File: src/rtl/shift_reg_pkg.sv
// Purpose : shared mode encodings and shift-direction type for the universal shift register.
// Latency : n/a (declarations only).
// Backpressure: n/a (declarations only).
//
// Contents:
//   MODE_HOLD / MODE_SHL / MODE_SHR / MODE_LOAD : 2-bit operation codes on the mode port
//   dir_e                                      : direction of the most recent shift
package shift_reg_pkg;

  localparam logic [1:0] MODE_HOLD = 2'b00;
  localparam logic [1:0] MODE_SHL  = 2'b01;  // LSB toward MSB, fill enters bit 0
  localparam logic [1:0] MODE_SHR  = 2'b10;  // MSB toward LSB, fill enters bit WIDTH-1
  localparam logic [1:0] MODE_LOAD = 2'b11;

  typedef enum logic {
    DIR_LEFT  = 1'b0,
    DIR_RIGHT = 1'b1
  } dir_e;

endpackage : shift_reg_pkg

File: src/rtl/shift_bit_counter.sv
// Purpose : counts consecutive same-direction shifts modulo WIDTH and flags each completed word.
// Latency : shift_count and word_valid are registered, one edge after the strobe is sampled.
// Backpressure: none; a strobe is consumed on every edge it is presented.
//
// Ports:
//   clk, clear_n   : clock and synchronous active-low clear
//   shift_vld      : a shift happens on this edge
//   shift_dir      : direction of that shift
//   load           : parallel load on this edge (restarts the count)
//   shift_count    : consecutive same-direction shifts modulo WIDTH
//   word_valid     : one-cycle pulse after the edge that completes WIDTH same-direction shifts
module shift_bit_counter
  import shift_reg_pkg::*;
#(
  parameter int WIDTH = 8,
  parameter int CNT_W = $clog2(WIDTH)
) (
  input  logic             clk,
  input  logic             clear_n,
  input  logic             shift_vld,
  input  dir_e             shift_dir,
  input  logic             load,
  output logic [CNT_W-1:0] shift_count,
  output logic             word_valid
);

  localparam logic [CNT_W-1:0] CNT_LAST = CNT_W'(WIDTH - 1);
  localparam logic [CNT_W-1:0] CNT_ONE  = CNT_W'(1);

  logic [CNT_W-1:0] count_q, count_d;
  logic             valid_q, valid_d;
  dir_e             dir_q,   dir_d;

  // After a load or clear the count is 0, so the next shift lands on 1
  // whichever way it goes: same direction increments 0->1, the opposite
  // direction restarts at 1. No separate "fresh" flag is needed.
  always_comb begin
    count_d = count_q;
    valid_d = 1'b0;  // pulse only; any edge without a completing shift drops it
    dir_d   = dir_q;
    if (load) begin
      count_d = '0;
    end else if (shift_vld) begin
      if (shift_dir == dir_q) begin
        if (count_q == CNT_LAST) begin
          count_d = '0;
          valid_d = 1'b1;
        end else begin
          count_d = count_q + CNT_ONE;
        end
      end else begin
        // Direction change: this bit is the first of a new word.
        count_d = CNT_ONE;
        dir_d   = shift_dir;
      end
    end
  end

  always_ff @(posedge clk) begin
    if (!clear_n) begin
      count_q <= '0;
      valid_q <= 1'b0;
      dir_q   <= DIR_LEFT;
    end else begin
      count_q <= count_d;
      valid_q <= valid_d;
      dir_q   <= dir_d;
    end
  end

  assign shift_count = count_q;
  assign word_valid  = valid_q;

endmodule : shift_bit_counter

File: src/rtl/register_shift_universal_n_bit.sv
// Purpose : universal shift register (hold / shift left / shift right / parallel load) usable as SIPO, PISO or SISO.
// Latency : every output is registered and reflects the operation one clock edge after it is sampled.
// Backpressure: none; an operation is accepted on every edge, and hold is the only way to stall.
//
// Ports:
//   clk, clear_n   : clock and synchronous active-low clear (overrides mode)
//   mode           : 00 hold, 01 shift left, 10 shift right, 11 load
//   serial_in      : fill bit (bit 0 on left shift, bit WIDTH-1 on right shift)
//   parallel_in    : load data for mode 11
//   parallel_out   : register contents
//   serial_out     : registered copy of the bit that left on the last shift (0 after load/clear)
//   word_valid     : one-cycle pulse when WIDTH same-direction shifts have completed a word
//   shift_count    : consecutive same-direction shifts modulo WIDTH
module register_shift_universal_n_bit
  import shift_reg_pkg::*;
#(
  parameter int WIDTH = 8,
  parameter int CNT_W = $clog2(WIDTH)
) (
  input  logic             clk,
  input  logic             clear_n,
  input  logic [1:0]       mode,
  input  logic             serial_in,
  input  logic [WIDTH-1:0] parallel_in,
  output logic [WIDTH-1:0] parallel_out,
  output logic             serial_out,
  output logic             word_valid,
  output logic [CNT_W-1:0] shift_count
);

  logic [WIDTH-1:0] data_q, data_d;
  logic             sout_q, sout_d;
  logic             shift_vld;
  dir_e             shift_dir;
  logic             load;

  // Operation decode and next data. Any code not listed (including an
  // unknown mode) falls through to the defaults, i.e. hold.
  always_comb begin
    data_d    = data_q;
    sout_d    = sout_q;
    shift_vld = 1'b0;
    shift_dir = DIR_LEFT;
    load      = 1'b0;
    case (mode)
      MODE_SHL: begin
        data_d    = {data_q[WIDTH-2:0], serial_in};
        sout_d    = data_q[WIDTH-1];
        shift_vld = 1'b1;
        shift_dir = DIR_LEFT;
      end
      MODE_SHR: begin
        data_d    = {serial_in, data_q[WIDTH-1:1]};
        sout_d    = data_q[0];
        shift_vld = 1'b1;
        shift_dir = DIR_RIGHT;
      end
      MODE_LOAD: begin
        data_d = parallel_in;
        sout_d = 1'b0;
        load   = 1'b1;
      end
      default: ;
    endcase
  end

  always_ff @(posedge clk) begin
    if (!clear_n) begin
      data_q <= '0;
      sout_q <= 1'b0;
    end else begin
      data_q <= data_d;
      sout_q <= sout_d;
    end
  end

  shift_bit_counter #(
    .WIDTH (WIDTH),
    .CNT_W (CNT_W)
  ) u_counter (
    .clk         (clk),
    .clear_n     (clear_n),
    .shift_vld   (shift_vld),
    .shift_dir   (shift_dir),
    .load        (load),
    .shift_count (shift_count),
    .word_valid  (word_valid)
  );

  assign parallel_out = data_q;
  assign serial_out   = sout_q;

endmodule : register_shift_universal_n_bit

File: config.mk
export PLATFORM = sky130hd
export DESIGN_NAME = register_shift_universal_n_bit
export DESIGN_NICKNAME = d
export VERILOG_FILES = /design/src/rtl/shift_reg_pkg.sv /design/src/rtl/shift_bit_counter.sv /design/src/rtl/register_shift_universal_n_bit.sv
export SDC_FILE = /design/constraint.sdc
export NUM_CORES = 1
export LEC_CHECK = 0
export BUFFER_PORTS_ARGS = -buffer_cell sky130_fd_sc_hd__buf_2
export CAP_MARGIN = 15
export CORE_MARGIN = 4
export CORE_UTILIZATION = 34
export CTS_CLUSTER_DIAMETER = 150
export CTS_CLUSTER_SIZE = 12
export DETAILED_ROUTE_END_ITERATION = 16
export PLACE_DENSITY = 0.68
export SETUP_SLACK_MARGIN = 0.2
export SLEW_MARGIN = 20
export SYNTH_ARGS = -nofsm -noshare
export SYNTH_HDL_FRONTEND = slang
export SYNTH_SLANG_ARGS = --single-unit
File: constraint.sdc
create_clock -name clk -period 2.9 [get_ports clk]
set_input_delay 0.58 -clock clk [delete_from_list [all_inputs] [get_ports clk]]
set_output_delay 0.58 -clock clk [all_outputs]
set_load 0.005 [all_outputs]
==> out/summary.txt, run 1 <==
Mapped Nets: 108
Reg-to-reg slack, setup: 1570 ps
Crit path kind: in2reg
Area of the multi-input gates: 439 µm²
Main synth FF type: dfxtp_1
P_sw: 0.118 mW
Hold-fix buffers, CTS: 0
Required time reported for the critical path endpoint: 3120 ps
Post-DR vias/cell: 5.21
Clock slew seen by the registers of the worst setup and hold paths: 90 ps
Dpl hpwl: 1280 µm
Largest clock skew in the final design: 0.851 ps
Worst-path cell with the longest stage delay: ha_1
Number of antenna-violating nets in the routed design: 0
Fraction of layout instances using a drive strength above 1: 26.5%
Total GRT Usage: 13.2%
Outcome: complete, no violations
Distinct cell type count of the synthesized netlist: 24
Async set-reset flop share out of synthesis: 0%
Final Non-Filler Cells: 140
Leak: 0.405 nW
Count leader, synth: a21oi_1
List of cells traversed by the critical path: buf_2 -> inv_1 -> ha_1 -> xor2_2 -> or3_1 -> a21oi_1
Max-cap violations: 0
IO Port Bufs: 25
Final core occ: 45.3%
Global-route congestion overflow total: 0
Combinational share of power: 17.7%
Resized Gates After CTS: 0
Unrepaired setup endpoints after global routing: false
Final Setup Violations: 0
H-tree depth: 1
Total wire length after detailed routing: 1770 µm
Actual transition at the worst max-transition pin: 462 ps
Worst Path Buf+Inv: 2
Count of flip-flops with a built-in enable after synthesis: 0
Internal cell power: 0.316 mW
Area taken by flip-flops and latches: 280 µm²
Fraction of the cycle the final worst path needs: 55.4%
Die ar.: 0.00303 mm²
Number of placed I/O pins: 26
CORE AREA: 0.00204 mm²
Clock buffers created by TritonCTS: 3
Slew margin rel.: 69.2%
Insertion delay of the later-clocked pin in the worst-skew pair: 280 ps
Area share of the largest cell type after synthesis: 37.2%
Family of cells with the greatest summed delay on the critical path: adder cells
Worst setup SP type: input port
Layout net count: 134
Share of synthesized area occupied by flip-flops and latches: 37.2%
Post-synth top area cell: dfxtp_1
Ranking of synthesized cells by area: dfxtp_1, ha_1, a21oi_1
Antenna cells: 0
Post-route minimum period: 1610 ps
Detailed-route via count: 729
CTS tree: built
Data arrival, critical path: 1830 ps
Routed wire length per instance: 12.6 µm
CP endpoint kind: register
Avg Synthesized Cell Area: 8.56 µm²
Sum of negative setup slack: 0 ps
Class of the most critical hold timing path: reg2reg
Switching power share of the total: 27.3%
Worst hold margin: 493 ps
Die X-Extent: 55.1 µm
GP Congestion: 0.783
Cell total after placement: 136
Buffers inserted during post-CTS setup optimization: 0
Std-Cell Rows: 16
Gate count after technology mapping: 88
Netlist Area Pre-Place: 753 µm²
Synth Warn #: 0
Number of search-and-repair iterations in the first detailed-routing pass: 4
FF+latch count, synth: 14
Crit-path max FO: 9
Worst voltage drop across the vdd grid: 0.000357 V
Height of the chip: 55.1 µm
Antenna violations before repair: 0
Remaining DRCs: 0
Delay contributed by the slowest stage of the critical path: 390 ps
Largest net degree at the start of global routing: 16
Iteration-0 DRC Markers: 17
Wire length of the first global-routing pass: 2880 µm
Final number of hold-violating endpoints: 0
Clk buf depth: 2
Sequential group share of total power: 49.4%
Number of global-route vias before repair: 662
Clock Sink Count: 14
Top cell types by occurrence after synthesis: a21oi_1, dfxtp_1, o21ai_0
Upper clock frequency limit: 622 MHz
Layout-stage area growth over the synthesis result: 22.9%
Power density normalized to cell area: 469 mW/mm²
Clk Tree Root Cell: clkbuf_4
Final count of pins violating max slew: 0
Starting density of the core: 36.9%
Fill cell instance count of the final layout: 213
Clk network pwr share: 32.9%
## through the flow
step | total power [mW] | setup slack (ps) | cell area (µm²)
floorplan | 0.265 | 1280 | 753
global placement | 0.295 | 1010 | 890
detailed placement | 0.295 | 986 | 890
CTS | 0.442 | 1290 | 926
global route | 0.463 | 1100 | 926
finish | 0.435 | 1290 | 926
## cell families (layout without fill, tap and decap cells)
family	after synthesis	after routing	share of synthesized area [%]
compound gates	37	37	28.7
simple gates	21	21	14.6
flops	14	14	37.2
fa+ha+maj	7	7	11.6
buf+inv	7	32	4.48
xor+xnor	2	2	3.32
## cell type report
cell class | instances | area share [%]
Inverter | 3 | 1.22
Tap cell | 27 | 3.65
Timing Repair Buffer | 25 | 13.5
Sequential cell | 14 | 30.3
Clock buffer | 4 | 3.92
Multi-Input combinational cell | 67 | 47.4
## metal layers
layer | vias to the layer above | share of wire [%] | global-route usage [%]
met2 | 33 | 42 | 18.3
met4 | 0 | 0 | 4.86
met3 | 0 | 9.6 | 6.17
li1 | 370 | - | -
met5 | - | 0 | 0
met1 | 326 | 48 | 17.5
## power by group through the flow
| stage | Clock (mW) | Combinational [mW] | Sequential, mW |
|---|---|---|---|
| 6_report | 0.143 | 0.0767 | 0.215 |
| 5_1_grt | 0.159 | 0.0879 | 0.217 |
| 4_1_cts | 0.150 | 0.0768 | 0.215 |
| 3_5_place_dp | 0 | 0.0765 | 0.219 |
| 3_3_place_gp | 0 | 0.0757 | 0.219 |
| 2_1_floorplan | 0 | 0.0469 | 0.218 |
## state kept, by name, summed over array words and instances (netlist names)
register               cells
parallel_out               8
u_counter.shift_count      3
serial_out                 1
u_counter.dir_q            1
u_counter.word_valid       1
## tightest hold or removal path, cell delays in order, from the launching register on
cell and delay, ps:
dfxtp_1 340, nand2_1 60, a21oi_1 50
## path summary, 6_finish.rpt
kind / cells past startpoint / startpoint / to
worst max-delay path: 6 / mode[0] / u_counter.shift_count[1]$_SDFFE_PP0P_
worst min-delay path: 2 / parallel_out[5]$_SDFFE_PN0P_ / parallel_out[4]$_SDFFE_PN0P_
worst max register to register: 4 / u_counter.shift_count[0]$_SDFFE_PP0P_ / u_counter.shift_count[1]$_SDFFE_PP0P_
worst min register to register: 2 / parallel_out[5]$_SDFFE_PN0P_ / parallel_out[4]$_SDFFE_PN0P_
## cells in the final DEF (no fill, tap or decap), types with 2 or more instances in the layout
master    Yosys  layout
inv_1         3       3
buf_2         0      25
nor3b_1       3       3
o21ai_0      10      10
dfxtp_1      14      14
a21oi_1      16      16
a221oi_1      5       5
ha_1          7       7
nand2b_1      4       4
clkbuf_4      0       3
nor2_1        2       2
nand2_1       8       8
Power figures use the tool's default switching activity.
==> run 2, diff against run 1 <==
==> constraint.sdc (replaced) <==
create_clock -name clk -period 1.6 [get_ports clk]
set_input_delay 0.32 -clock clk [delete_from_list [all_inputs] [get_ports clk]]
set_output_delay 0.32 -clock clk [all_outputs]
set_load 0.005 [all_outputs]
==> out/summary.txt, run 2 (synthesized netlist as in run 1, its figures left out) <==
Global-route congestion overflow total: 0 (unchanged)
Launching point of the worst reg2reg path: u_counter.shift_count[0]$_SDFFE_PP0P_
Data arrival, critical path: 1550 ps (-280 ps)
Antenna violations before repair: 0 (unchanged)
R2r endpoint: u_counter.shift_count[1]$_SDFFE_PP0P_
CP endpoint kind: register
Insertion delay of the later-clocked pin in the worst-skew pair: 280 ps (about the same)
Hold-fix buffers, CTS: 0 (unchanged)
Leading cell type in the layout, fill and taps excluded: buf_2
Total wire length after detailed routing: 1880 µm (+6.6%)
Clock Sink Count: 14 (unchanged)
Detailed-route via count: 751 (+3.0%)
Required time reported for the critical path endpoint: 1810 ps (-1310 ps)
Layout net count: 139 (+3.7%)
Resized Gates After CTS: 0 (unchanged)
H-tree depth: 1 (unchanged)
Dpl hpwl: 1400 µm (+9.2%)
Final Setup Violations: 0 (unchanged)
Fraction of layout instances using a drive strength above 1: 29.1% (+2.5 points)
Cell area after placement: 927 µm² (+4.2%)
Post-DR vias/cell: 5.22 (+0.16%)
Sum of negative setup slack: 0 ps (unchanged)
Outcome: complete, no violations
Layout-stage area growth over the synthesis result: 26.1%
Number of antenna-violating nets in the routed design: 0 (unchanged)
Starting density of the core: 36.9% (unchanged)
Leak: 0.423 nW (+4.5%)
Upper clock frequency limit: 751 MHz
Worst setup SP type: register
Flip-flop count of the largest register, all copies and words added: 8 (unchanged)
Class of the most critical hold timing path: in2reg
Final number of hold-violating endpoints: 0 (unchanged)
Clk Tree Root Cell: clkbuf_4
Die X-Extent: 55.1 µm (unchanged)
Worst voltage drop across the vdd grid: 0.000428 V (+20%)
Buffers inserted during post-CTS setup optimization: 0 (unchanged)
Power density normalized to cell area: 788 mW/mm² (+68%)
Crit. Startpoint: u_counter.shift_count[0]$_SDFFE_PP0P_
Actual transition at the worst max-transition pin: 282 ps (-180 ps)
Clk buf depth: 2 (unchanged)
Largest clock skew in the final design: 2.75 ps (+1.90 ps)
Worst Reg-to-Reg Cells: 4 (unchanged)
Fill cell instance count of the final layout: 220 (+3.3%)
Final design area excluding fillers: 950 µm² (+2.6%)
Reg-to-reg slack, setup: 270 ps (-1300 ps)
Final count of pins violating max slew: 0 (unchanged)
Routed wire length per instance: 13.1 µm (+3.7%)
Iteration-0 DRC Markers: 23 (+6)
CORE AREA: 0.00204 mm² (unchanged)
Std-Cell Rows: 16 (unchanged)
Post-route minimum period: 1330 ps
Crit path kind: reg2reg
Commonest non-fill, non-tap cells in the layout: buf_2, a21oi_1, dfxtp_1
Max-cap violations: 0 (unchanged)
Critical path endpoint: u_counter.shift_count[1]$_SDFFE_PP0P_
GP Congestion: 0.770 (-1.6%)
Number of global-route vias before repair: 748 (+13%)
Post-layout power: 0.749 mW (+72%)
Unrepaired setup endpoints after global routing: false
Final core occ: 46.5% (+1.2 points)
Largest net degree at the start of global routing: 13 (-3)
Number of search-and-repair iterations in the first detailed-routing pass: 4 (unchanged)
Fraction of the cycle the final worst path needs: 83.2%
Slew margin rel.: 81.2% (+12 points)
Number of placed I/O pins: 26 (unchanged)
Wire length of the first global-routing pass: 3170 µm (+10%)
Total GRT Usage: 14.5% (+1.3 points)
Clock buffers created by TritonCTS: 3 (unchanged)
Die ar.: 0.00303 mm² (unchanged)
Height of the chip: 55.1 µm (unchanged)
Clock slew seen by the registers of the worst setup and hold paths: 90 ps (about the same)
Antenna cells: 0 (unchanged)
Crit-path max FO: 4 (-5)
CTS tree: built
IO Port Bufs: 25 (unchanged)
Remaining DRCs: 0 (unchanged)
[run 2: cell count changes in the layout (fill, tap and decap cells not counted), sizes merged]
cell	previous run	this run
buf	25	30
clkbuf	4	3
[run 2: worst max-delay path, cell delays in order, from the launching register on]
cell and delay [ps]:
dfxtp_1 340, ha_1 200, ha_1 210, or3_1 370, a21oi_1 150
[run 2: layout make-up]
cell class,instances,area (µm²),share of cell area (%)
clock buffer,3,22.5,2.37
inverter,3,11.3,1.19
multi-input combinational,67,439,46.2
sequential,14,280,29.5
tap,27,33.8,3.56
timing repair buffer,30,163,17.1
[run 2: power by group]
| group | internal [mW] | switching (mW) |
|---|---|---|
| sequential | 0.370 | 0.0194 |
| combinational | 0.0726 | 0.0779 |
| clock | 0.0873 | 0.122 |
| total | 0.530 | 0.219 |
[run 2: routing by layer]
layer	wire (µm)	track usage (%)	share of wire (%)	up-vias
met3	175	4.29	9.3	2
met1	858	18.4	46	336
li1	-	-	-	383
met2	839	22.0	45	30
met4	9	7.69	0.48	0
met5	0	0	0	-
[run 2: stage by stage]
| step | worst slack [ps] | hold WS (ps) | cells |
|---|---|---|---|
| after detailed placement | 39.1 | 474 | 141 |
| after CTS | 256 | 283 | 144 |
| after global routing | 209 | 288 | 144 |
| final | 268 | 308 | 144 |
| after floorplan | 235 | 454 | 88 |
| after global placement | 65.3 | 469 | 141 |
[run 2: how the worst min path moves through the flow]
stage	slack, ps	startpoint	endpoint	depth (start not counted)
2_1_floorplan	450	clear_n	u_counter.word_valid$_SDFF_PP0_	2
3_3_place_gp	470	parallel_out[5]$_SDFFE_PN0P_	parallel_out[4]$_SDFFE_PN0P_	2
3_5_place_dp	470	parallel_out[4]$_SDFFE_PN0P_	parallel_out[3]$_SDFFE_PN0P_	2
4_1_cts	280	serial_in	parallel_out[7]$_SDFFE_PN0P_	3
5_1_grt	290	serial_in	parallel_out[7]$_SDFFE_PN0P_	3
6_report	310	serial_in	parallel_out[7]$_SDFFE_PN0P_	3
==> run 3, diff against run 2 <==
--- a/config.mk
+++ b/config.mk
@@ -12,7 +12,7 @@
 export CTS_CLUSTER_DIAMETER = 150
 export CTS_CLUSTER_SIZE = 12
 export DETAILED_ROUTE_END_ITERATION = 16
-export PLACE_DENSITY = 0.68
+export PLACE_DENSITY = 0.7
 export SETUP_SLACK_MARGIN = 0.2
 export SLEW_MARGIN = 20
 export SYNTH_ARGS = -nofsm -noshare
==> constraint.sdc (replaced) <==
create_clock -name clk -period 1.2 [get_ports clk]
set_input_delay 0.24 -clock clk [delete_from_list [all_inputs] [get_ports clk]]
set_output_delay 0.24 -clock clk [all_outputs]
set_load 0.005 [all_outputs]
==> out/summary.txt, run 3 (synthesized netlist as in run 1, its figures left out) <==
Outcome: complete, no violations
Worst-case hold path end point: parallel_out[7]$_SDFFE_PN0P_
Class of the most critical hold timing path: in2reg
Number of antenna-violating nets in the routed design: 0 (unchanged)
Iteration-0 DRC Markers: 19 (-17%)
Antenna cells: 0 (unchanged)
List of cells traversed by the critical path: ha_4 -> nand2_1 -> or3_4 -> a21oi_2
Clock Sink Count: 14 (unchanged)
Met1 usage: 17.7% (-0.68 points)
CTS tree: built
Launching point of the worst reg2reg path: u_counter.shift_count[0]$_SDFFE_PP0P_
Number of global-route vias before repair: 793 (+6.0%)
Number of search-and-repair iterations in the first detailed-routing pass: 6 (+2)
Met3 global-route usage: 3.49% (-0.80 points)
Crit-path max FO: 2 (-2)
Smallest setup slack after layout: 13.5 ps (-255 ps)
Source of the worst hold timing path: serial_in
Number of placed I/O pins: 26 (unchanged)
Wire length of the first global-routing pass: 3290 µm (+3.7%)
Die X-Extent: 55.1 µm (unchanged)
Std-Cell Rows: 16 (unchanged)
Remaining DRCs: 0 (unchanged)
Largest clock skew in the final design: 1.18 ps (-1.57 ps)
Cell total after placement: 145 (+2.8%)
Starting density of the core: 36.9% (unchanged)
Post-route minimum period: 1190 ps (-145 ps)
Layout net count: 152 (+9.4%)
Clk buf depth: 2 (unchanged)
Worst setup SP type: register
Clock buffers created by TritonCTS: 3 (unchanged)
Slew margin rel.: 84.5% (+3.3 points)
Actual transition at the worst max-transition pin: 232 ps (-50.7 ps)
GP Congestion: 0.821 (+6.7%)
Insertion delay of the later-clocked pin in the worst-skew pair: 270 ps (about the same)
Required time reported for the critical path endpoint: 1410 ps (-400 ps)
Worst-path cell with the longest stage delay: or3_4
Worst Reg-to-Reg Cells: 4 (unchanged)
Post-layout power: 1.11 mW (+48%)
Final Non-Filler Cells: 157 (+9.0%)
Detailed-route via count: 817 (+8.8%)
Total wire length after detailed routing: 2030 µm (+8.0%)
Die ar.: 0.00303 mm² (unchanged)
Final Setup Violations: 0 (unchanged)
Number of cells traversed by the worst hold path: 3 (unchanged)
Dpl hpwl: 1440 µm (+3.0%)
Crit path kind: reg2reg
Fraction of layout instances using a drive strength above 1: 62.3% (+33 points)
CORE AREA: 0.00204 mm² (unchanged)
Layout-stage area growth over the synthesis result: 70.3%
Largest net degree at the start of global routing: 13 (unchanged)
Final number of hold-violating endpoints: 0 (unchanged)
Worst slack, placed: -136 ps (-176 ps)
Leading cell type in the layout, fill and taps excluded: buf_2
Power density normalized to cell area: 864 mW/mm² (+9.6%)
GR peak layer: met2
Flip-flop count of the largest register, all copies and words added: 8 (unchanged)
R2r endpoint: u_counter.shift_count[1]$_SDFFE_PP0P_
Routing usage on met2: 26.2% (+4.1 points)
Fill cell instance count of the final layout: 173 (-21%)
Height of the chip: 55.1 µm (unchanged)
Commonest non-fill, non-tap cells in the layout: buf_2, buf_4, a21oi_1
CP endpoint kind: register
Leak: 0.524 nW (+24%)
H-tree depth: 1 (unchanged)
Max-cap violations: 0 (unchanged)
Clk Tree Root Cell: clkbuf_4
IO Port Bufs: 25 (unchanged)
Final count of pins violating max slew: 0 (unchanged)
Clock slew seen by the registers of the worst setup and hold paths: 80 ps (about the same)
Reg-to-reg slack, setup: 10 ps (-250 ps)
Antenna violations before repair: 0 (unchanged)
Unrepaired setup endpoints after global routing: true
Post-DR vias/cell: 5.20 (-0.22%)
Routed wire length per instance: 12.9 µm (-0.92%)
Fraction of the cycle the final worst path needs: 98.9% (+16 points)
Upper clock frequency limit: 843 MHz (+12%)
Worst voltage drop across the vdd grid: 0.000600 V (+40%)
Data arrival, critical path: 1390 ps (-160 ps)
Global-route congestion overflow total: 0 (unchanged)
Total GRT Usage: 15.5% (+1.0 points)
Delay contributed by the slowest stage of the critical path: 380 ps (about the same)
==> run 3: layer usage <==
metal | part of all wire (%) | up-vias
li1 | - | 411
met2 | 52 | 22
met1 | 41 | 378
met3 | 5.1 | 6
met5 | 0 | -
met4 | 2.1 | 0
==> run 3: worst max path at each step <==
stage,cells past startpoint,start,endpoint
floorplan,4,u_counter.shift_count[0]$_SDFFE_PP0P_,u_counter.shift_count[1]$_SDFFE_PP0P_
global placement,6,mode[1],u_counter.shift_count[1]$_SDFFE_PP0P_
detailed placement,6,mode[1],u_counter.shift_count[1]$_SDFFE_PP0P_
CTS,4,u_counter.shift_count[1]$_SDFFE_PP0P_,u_counter.shift_count[1]$_SDFFE_PP0P_
global route,4,u_counter.shift_count[1]$_SDFFE_PP0P_,u_counter.shift_count[1]$_SDFFE_PP0P_
finish,4,u_counter.shift_count[0]$_SDFFE_PP0P_,u_counter.shift_count[1]$_SDFFE_PP0P_
==> run 3: timing repair <==
action,CTS,global route
resized for setup,18,10
endpoints found under the setup margin,17,17
cloned,0,0
buffers inserted,5,4
hold buffers,0,0
pin swaps,5,1
==> run 3: report_power, final <==
group | total, mW | internal, mW | switching [mW] | leakage (nW)
clock | 0.254 | 0.116 | 0.138 | 0.0138
combinational | 0.340 | 0.184 | 0.155 | 0.391
sequential | 0.514 | 0.495 | 0.0190 | 0.120
==> run 3: critical path: cells and delay by family (launching register included) <==
family / cells / cell delay, ps
and+or+nand+nor: 2 / 420
adders and majority gates: 1 / 250
AOI/OAI and AO/OA: 1 / 110
DFF: 1 / 340
==> run 3: cell type report <==
class / count / area, µm² / area share [%]
tap: 27 / 33.8 / 2.63
multi-input combinational: 67 / 584 / 45.6
sequential: 14 / 299 / 23.3
clock buffer: 3 / 22.5 / 1.76
timing repair buffer: 43 / 319 / 24.9
inverter: 3 / 23.8 / 1.85
==> run 3: stage by stage <==
step / util, % / TNS [ps] / area (µm²) / hold WS [ps]
after global placement: 53.7 / -645 / 1100 / 468
after CTS: 59.2 / -4.69 / 1210 / 214
after floorplan: - / 0 / 887 / 374
after global routing: 62.8 / -26.4 / 1280 / 225
final: 62.8 / 0 / 1280 / 223
after detailed placement: 53.7 / -917 / 1100 / 475
